`src/rtl/hazard_unit_pkg.sv`:
```
// Shared encodings for the GRF read-side hazard logic: bypass select codes,
// the "source unused" Tuse marker and the Tnew classes of producers.
package hazard_unit_pkg;

  // D-stage operand select
  localparam logic [1:0] FWD_D_GRF  = 2'd0;
  localparam logic [1:0] FWD_D_E    = 2'd1;
  localparam logic [1:0] FWD_D_M    = 2'd2;

  // E-stage operand select
  localparam logic [1:0] FWD_E_PIPE = 2'd0;
  localparam logic [1:0] FWD_E_M    = 2'd1;
  localparam logic [1:0] FWD_E_W    = 2'd2;

  // M-stage store data select
  localparam logic       FWD_M_PIPE = 1'b0;
  localparam logic       FWD_M_W    = 1'b1;

  localparam logic [1:0] TUSE_NONE  = 2'd3;

  localparam logic [1:0] TNEW_IMM   = 2'd0;
  localparam logic [1:0] TNEW_ALU   = 2'd1;
  localparam logic [1:0] TNEW_LOAD  = 2'd2;

endpackage

```
`src/rtl/hazard_unit_src_check.sv`:
```
// Hazard check for one D-stage source register against the producers in E and M.
// The E producer is younger, so it is searched first and shadows an M match.
module hazard_src_check
  import hazard_unit_pkg::*;
#(
  parameter int REG_AW = 5,
  parameter int TW     = 2
) (
  input  logic [REG_AW-1:0] src,
  input  logic [TW-1:0]     tuse,
  input  logic [REG_AW-1:0] e_wa,
  input  logic [TW-1:0]     e_tnew,
  input  logic [REG_AW-1:0] m_wa,
  input  logic [TW-1:0]     m_tnew,
  output logic              stall_src,
  output logic [1:0]        fwd_sel
);

  logic src_live_s;

  assign src_live_s = (src != {REG_AW{1'b0}}) && (tuse != TW'(TUSE_NONE));

  // Stall when the nearest producer is not ready in time; bypass when its value already exists.
  always_comb begin
    stall_src = 1'b0;
    fwd_sel   = FWD_D_GRF;
    if (!src_live_s) begin
      stall_src = 1'b0;
    end else if (e_wa == src) begin
      if (e_tnew > tuse) begin
        stall_src = 1'b1;
      end else if (e_tnew == {TW{1'b0}}) begin
        fwd_sel = FWD_D_E;
      end else begin
        fwd_sel = FWD_D_GRF;
      end
    end else if (m_wa == src) begin
      if (m_tnew > tuse) begin
        stall_src = 1'b1;
      end else if (m_tnew == {TW{1'b0}}) begin
        fwd_sel = FWD_D_M;
      end else begin
        fwd_sel = FWD_D_GRF;
      end
    end else begin
      fwd_sel = FWD_D_GRF;
    end
  end

endmodule

```
`src/rtl/hazard_unit.sv`:
```
// GRF read-side hazard unit: shadows the destination and Tnew of every in-flight
// instruction, decides stall/bypass for D, E and M, and counts stall cycles.
module hazard_unit
  import hazard_unit_pkg::*;
#(
  parameter int REG_AW = 5,
  parameter int TW     = 2,
  parameter int CNT_W  = 32
) (
  input  logic              clk,
  input  logic              reset,
  input  logic              d_valid,
  input  logic [REG_AW-1:0] d_rs,
  input  logic [REG_AW-1:0] d_rt,
  input  logic [TW-1:0]     d_tuse_rs,
  input  logic [TW-1:0]     d_tuse_rt,
  input  logic [REG_AW-1:0] d_wa,
  input  logic [TW-1:0]     d_tnew,
  input  logic              d_is_md,
  input  logic              md_busy,
  output logic              stall,
  output logic [1:0]        fwd_d_rs,
  output logic [1:0]        fwd_d_rt,
  output logic [1:0]        fwd_e_rs,
  output logic [1:0]        fwd_e_rt,
  output logic              fwd_m_rt,
  output logic [CNT_W-1:0]  stall_cnt
);

  logic [REG_AW-1:0] e_rs_r, e_rt_r, e_wa_r;
  logic [TW-1:0]     e_tnew_r;
  logic [REG_AW-1:0] m_rt_r, m_wa_r;
  logic [TW-1:0]     m_tnew_r;
  logic [REG_AW-1:0] w_wa_r;
  logic [CNT_W-1:0]  stall_cnt_r;

  logic              stall_rs_s, stall_rt_s, stall_s, bubble_s;
  logic [1:0]        fwd_e_rs_s, fwd_e_rt_s;
  logic              fwd_m_rt_s;

  function automatic logic [TW-1:0] sat_dec(input logic [TW-1:0] t);
    if (t == {TW{1'b0}}) begin
      return {TW{1'b0}};
    end else begin
      return t - {{(TW-1){1'b0}}, 1'b1};
    end
  endfunction

  // M bypass is only legal once the M producer's value exists (tnew 0); W always holds final data.
  function automatic logic [1:0] e_select(input logic [REG_AW-1:0] src,
                                          input logic [REG_AW-1:0] m_wa,
                                          input logic [TW-1:0]     m_tnew,
                                          input logic [REG_AW-1:0] w_wa);
    if (src == {REG_AW{1'b0}}) begin
      return FWD_E_PIPE;
    end else if ((m_wa == src) && (m_tnew == {TW{1'b0}})) begin
      return FWD_E_M;
    end else if (w_wa == src) begin
      return FWD_E_W;
    end else begin
      return FWD_E_PIPE;
    end
  endfunction

  hazard_src_check #(.REG_AW(REG_AW), .TW(TW)) u_chk_rs (
    .src       (d_rs),
    .tuse      (d_tuse_rs),
    .e_wa      (e_wa_r),
    .e_tnew    (e_tnew_r),
    .m_wa      (m_wa_r),
    .m_tnew    (m_tnew_r),
    .stall_src (stall_rs_s),
    .fwd_sel   (fwd_d_rs)
  );

  hazard_src_check #(.REG_AW(REG_AW), .TW(TW)) u_chk_rt (
    .src       (d_rt),
    .tuse      (d_tuse_rt),
    .e_wa      (e_wa_r),
    .e_tnew    (e_tnew_r),
    .m_wa      (m_wa_r),
    .m_tnew    (m_tnew_r),
    .stall_src (stall_rt_s),
    .fwd_sel   (fwd_d_rt)
  );

  // Stall decision and the later-stage bypass selects.
  always_comb begin
    stall_s    = d_valid & (stall_rs_s | stall_rt_s | (d_is_md & md_busy));
    bubble_s   = stall_s | ~d_valid;
    fwd_e_rs_s = e_select(e_rs_r, m_wa_r, m_tnew_r, w_wa_r);
    fwd_e_rt_s = e_select(e_rt_r, m_wa_r, m_tnew_r, w_wa_r);
    if ((m_rt_r != {REG_AW{1'b0}}) && (w_wa_r == m_rt_r)) begin
      fwd_m_rt_s = FWD_M_W;
    end else begin
      fwd_m_rt_s = FWD_M_PIPE;
    end
  end

  assign stall     = stall_s;
  assign fwd_e_rs  = fwd_e_rs_s;
  assign fwd_e_rt  = fwd_e_rt_s;
  assign fwd_m_rt  = fwd_m_rt_s;
  assign stall_cnt = stall_cnt_r;

  // Shadow pipeline advance and stall counter.
  always_ff @(posedge clk) begin
    if (reset) begin
      e_rs_r      <= {REG_AW{1'b0}};
      e_rt_r      <= {REG_AW{1'b0}};
      e_wa_r      <= {REG_AW{1'b0}};
      e_tnew_r    <= {TW{1'b0}};
      m_rt_r      <= {REG_AW{1'b0}};
      m_wa_r      <= {REG_AW{1'b0}};
      m_tnew_r    <= {TW{1'b0}};
      w_wa_r      <= {REG_AW{1'b0}};
      stall_cnt_r <= {CNT_W{1'b0}};
    end else begin
      w_wa_r      <= m_wa_r;
      m_wa_r      <= e_wa_r;
      m_rt_r      <= e_rt_r;
      m_tnew_r    <= sat_dec(e_tnew_r);
      stall_cnt_r <= stall_cnt_r + {{(CNT_W-1){1'b0}}, stall_s};
      if (bubble_s) begin
        e_rs_r   <= {REG_AW{1'b0}};
        e_rt_r   <= {REG_AW{1'b0}};
        e_wa_r   <= {REG_AW{1'b0}};
        e_tnew_r <= {TW{1'b0}};
      end else begin
        e_rs_r   <= d_rs;
        e_rt_r   <= d_rt;
        e_wa_r   <= d_wa;
        e_tnew_r <= d_tnew;
      end
    end
  end

endmodule

```
`config.mk`:
```
export PLATFORM = sky130hd
export DESIGN_NAME = hazard_unit
export DESIGN_NICKNAME = d
export VERILOG_FILES = /design/src/rtl/hazard_unit_pkg.sv /design/src/rtl/hazard_unit_src_check.sv /design/src/rtl/hazard_unit.sv
export SDC_FILE = /design/constraint.sdc
export NUM_CORES = 1
export LEC_CHECK = 0
export CAP_MARGIN = 10
export CORE_UTILIZATION = 56
export CTS_CLUSTER_SIZE = 28
export DETAILED_ROUTE_END_ITERATION = 6
export GPL_TIMING_DRIVEN = 1
export PLACE_DENSITY = 0.9
export SLEW_MARGIN = 20
export SYNTH_ARGS = -nofsm -noshare
export SYNTH_HDL_FRONTEND = slang
export SYNTH_SLANG_ARGS = --single-unit
```
`constraint.sdc`:
```
create_clock -name clk -period 9 [get_ports clk]
set_input_delay 2.7 -clock clk [delete_from_list [all_inputs] [get_ports clk]]
set_output_delay 2.7 -clock clk [all_outputs]
set_load 0.05 [all_outputs]
```
==> run_results.csv <==
group,metric,value,unit
outcome,status,"complete, no violations",
routing,drc,0,
synth,synth_area_leaders,"dfxtp_1 39%, xor2_1 9.0%, xnor2_1 8.5%",
setup_path,path_delay_family,"buffers and inverters",
routing,drt-initial-drc-count,154,
synth,async_flop_share,0,
setup_path,crit_path_frequent_cell,"clkdlybuf4s50_1",
synth,synthCells,379,
sta,clock_skew,0.00771,ns
cts,cts_tree,"done",
synth,yosysTopAreaCell,"dfxtp_1",
place,dp_hpwl,5320,µm
routing,routed_wl,7490,µm
power,leakagePower,1.70,nW
power,powerDensity,159,mW/mm²
synth,ys_seq_elements,66,
finish,fin_util,0.760,
cts,clk_path_buf_depth,2,
sta,rsz0062_at_grt,"false",
hold_path,hold_class,"flip-flop to flip-flop",
setup_path,startpoint_type,"input pin",
synth,synthAdderAreaFrac,0.0443,
cts,insertion_delay,0.34,ns
finish,drive_above_1_share,0.0805,
finish,syn_to_final_growth,27.3,%
place,numPortBuffers,67,
routing,via_per_inst,5.40,
routing,via_count,2804,
setup_path,required,6.30,ns
setup_path,cp_slowest_cell,"clkdlybuf4s50_1",
power,vdd_drop_max,0.126,mV
routing,wl_per_cell,14.4,µm
setup_path,cp_max_fo,18,
sta,slew_viol_final,0,
cts,cts.sinks,66,
cts,cts-root-buf,"clkbuf_8",
synth,synthMuxAreaShare,0,
floorplanning,core,0.00568,mm²
place,place_congestion,0.920,
routing,detail-route-antenna-nets,0,
cts,clk_pin_slew,0.07,ns
synth,avgSynthCellArea,8.94,µm²
global_routing,grt_remaining_overflow,0,
synth,yosys.area_share.simple,0.291,
synth,synth_top_family_by_area,"simple AND/OR/NAND/NOR gates",
floorplanning,initial_utilization,0.597,
cts,post_cts_buffers,0,
sta,fmax,0.121,GHz
synth,synth_xor_xnor_area_share,0.176,
floorplanning,die_height,79.8,µm
floorplanning,boundaryPins,68,
global_routing,grt_pass1_vias,2696,
run,drv_cap,0,
global_routing,grt_max_degree,52,
cts,h-tree-depth,3,
synth,yosys_warnings,0,
global_routing,grt_pass1_wl,12600,µm
sta,slew_headroom,0.460,
synth,synth_nets,417,
routing,dr.pass1.iters,4,
global_routing,track_usage,0.256,
sta,finalSetupViolCount,0,
setup_path,worstSetupEndpointType,"primary output",
synth,ys_types,42,
setup_path,path_cells,"clkdlybuf4s50_1, or4_4, nor2_4, or4_1, a2bb2o_4, o41a_1, clkdlybuf4s50_1",
cts,cts_resized,0,
finish,antenna_cells,0,
synth,synth_top_area_frac,0.390,
finish,stdcell_count,519,
synth,synth_edf_count,0,
floorplanning,die_x,79.8,µm
synth,synth_compound_area_frac,0.0428,
setup_path,critPathBufInv,2,
synth,synthFlopType,"dfxtp_1",
global_routing,antenna_found_initial,0,
sta,min_period,8.27,ns
setup_path,cpPeakStageDelay,0.72,ns
finish,fin_nets,480,
place,dp.cells,503,
finish,regArea,0.00132,mm²
setup_path,critPathKind,"input pin to primary output",
finish,multiInputGateArea,0.00188,mm²
cts,holdBufCountCts,0,
sta,hold_violations,0,
sta,min_period_over_period,0.919,
cts,cts_made_buffers,9,
setup_path,cp.arrival,5.57,ns
synth,syn_area,0.00339,mm²
floorplanning,dieArea,0.00637,mm²
sta,tns,0,ns
sta,holdWs,0.435,ns
synth,synth-seq-area-share,0.390,
finish,nFillCells,427,
floorplanning,rows,27,
sta,worst_slew_pin_slew,0.804,ns
-- layer usage --
layer,share of wire,up-vias,global-route usage
li1,-,1407,-
met1,0.44,1319,0.310
met2,0.49,65,0.427
met3,0.044,13,0.0800
met4,0.017,0,0.0839
met5,0,-,0
-- per-stage QoR --
stage,area (µm²),power (mW),worst slack (ns)
2_1_floorplan,3390,0.358,1.38
3_3_place_gp,4070,0.384,0.799
3_5_place_dp,4070,0.386,0.744
4_1_cts,4320,0.689,0.728
5_1_grt,4320,0.715,0.591
6_report,4320,0.686,0.729
-- sequential cells by signal, indices dropped and copies added, names as in the netlist --
name       count
e_tnew_r       2
m_tnew_r       2
m_rt_r         5
e_rt_r         5
e_rs_r         5
e_wa_r         5
m_wa_r         5
stall_cnt     32
w_wa_r         5
-- worst paths after layout --
check	start	end	slack, ns	cells after the start
worst max register to register	m_wa_r[1]	stall_cnt[29]	5.23	11
worst min register to register	e_tnew_r[0]	m_tnew_r[0]	0.44	1
worst min-delay path	e_tnew_r[0]	m_tnew_r[0]	0.44	1
worst max-delay path	d_rs[0]	stall	0.73	7
-- cell type report --
cell class	count	area share
Clock buffer	10	0.0319
Clock inverter	6	0.0261
Inverter	26	0.0226
Multi-Input combinational cell	271	0.435
Sequential cell	66	0.306
Tap cell	72	0.0209
Timing Repair Buffer	68	0.157
-- cells in the mapped netlist (all sizes together), types with 2 or more instances --
library cell	count
nor4	11
and3	7
a21oi	7
xnor2	33
nand3	13
nor3	27
and4	2
ha	12
or3	2
dfxtp	66
nor2b	23
or4	7
o21ai	6
clkbuf	11
buf	5
nand2	22
inv	26
nand4	15
nor2	36
xor2	35
-- cells in the final DEF (no fill, tap or decap), types with 2 or more instances in the layout --
cell type,instances
nor2b_1,23
nand3_1,13
inv_1,26
nor3_1,17
nor3_2,10
xor2_1,35
o21ai_0,6
nand2_1,22
nand4_1,14
dfxtp_1,66
a21oi_1,7
and4_1,2
or3_1,2
nor2_1,35
bufinv_16,3
ha_1,12
clkbuf_8,10
or4_1,5
xnor2_1,33
and3_1,7
or4_4,2
nor4_1,9
clkdlybuf4s50_1,67
-- power breakdown --
part / switching (mW) / total, mW / leakage, nW / internal [mW]
logic: 0.0416 / 0.0765 / 1.04 / 0.0350
clock network: 0.113 / 0.305 / 0.127 / 0.192
registers: 0.00640 / 0.304 / 0.535 / 0.297
total: 0.161 / 0.686 / 1.70 / 0.525
-- kinds of logic after synthesis --
family,count (synthesis)
simple gates,170
xor+xnor,68
flops,66
buf+inv,42
compound gates,21
fa+ha+maj,12
Note: power is estimated with default switching activity, not from simulation.
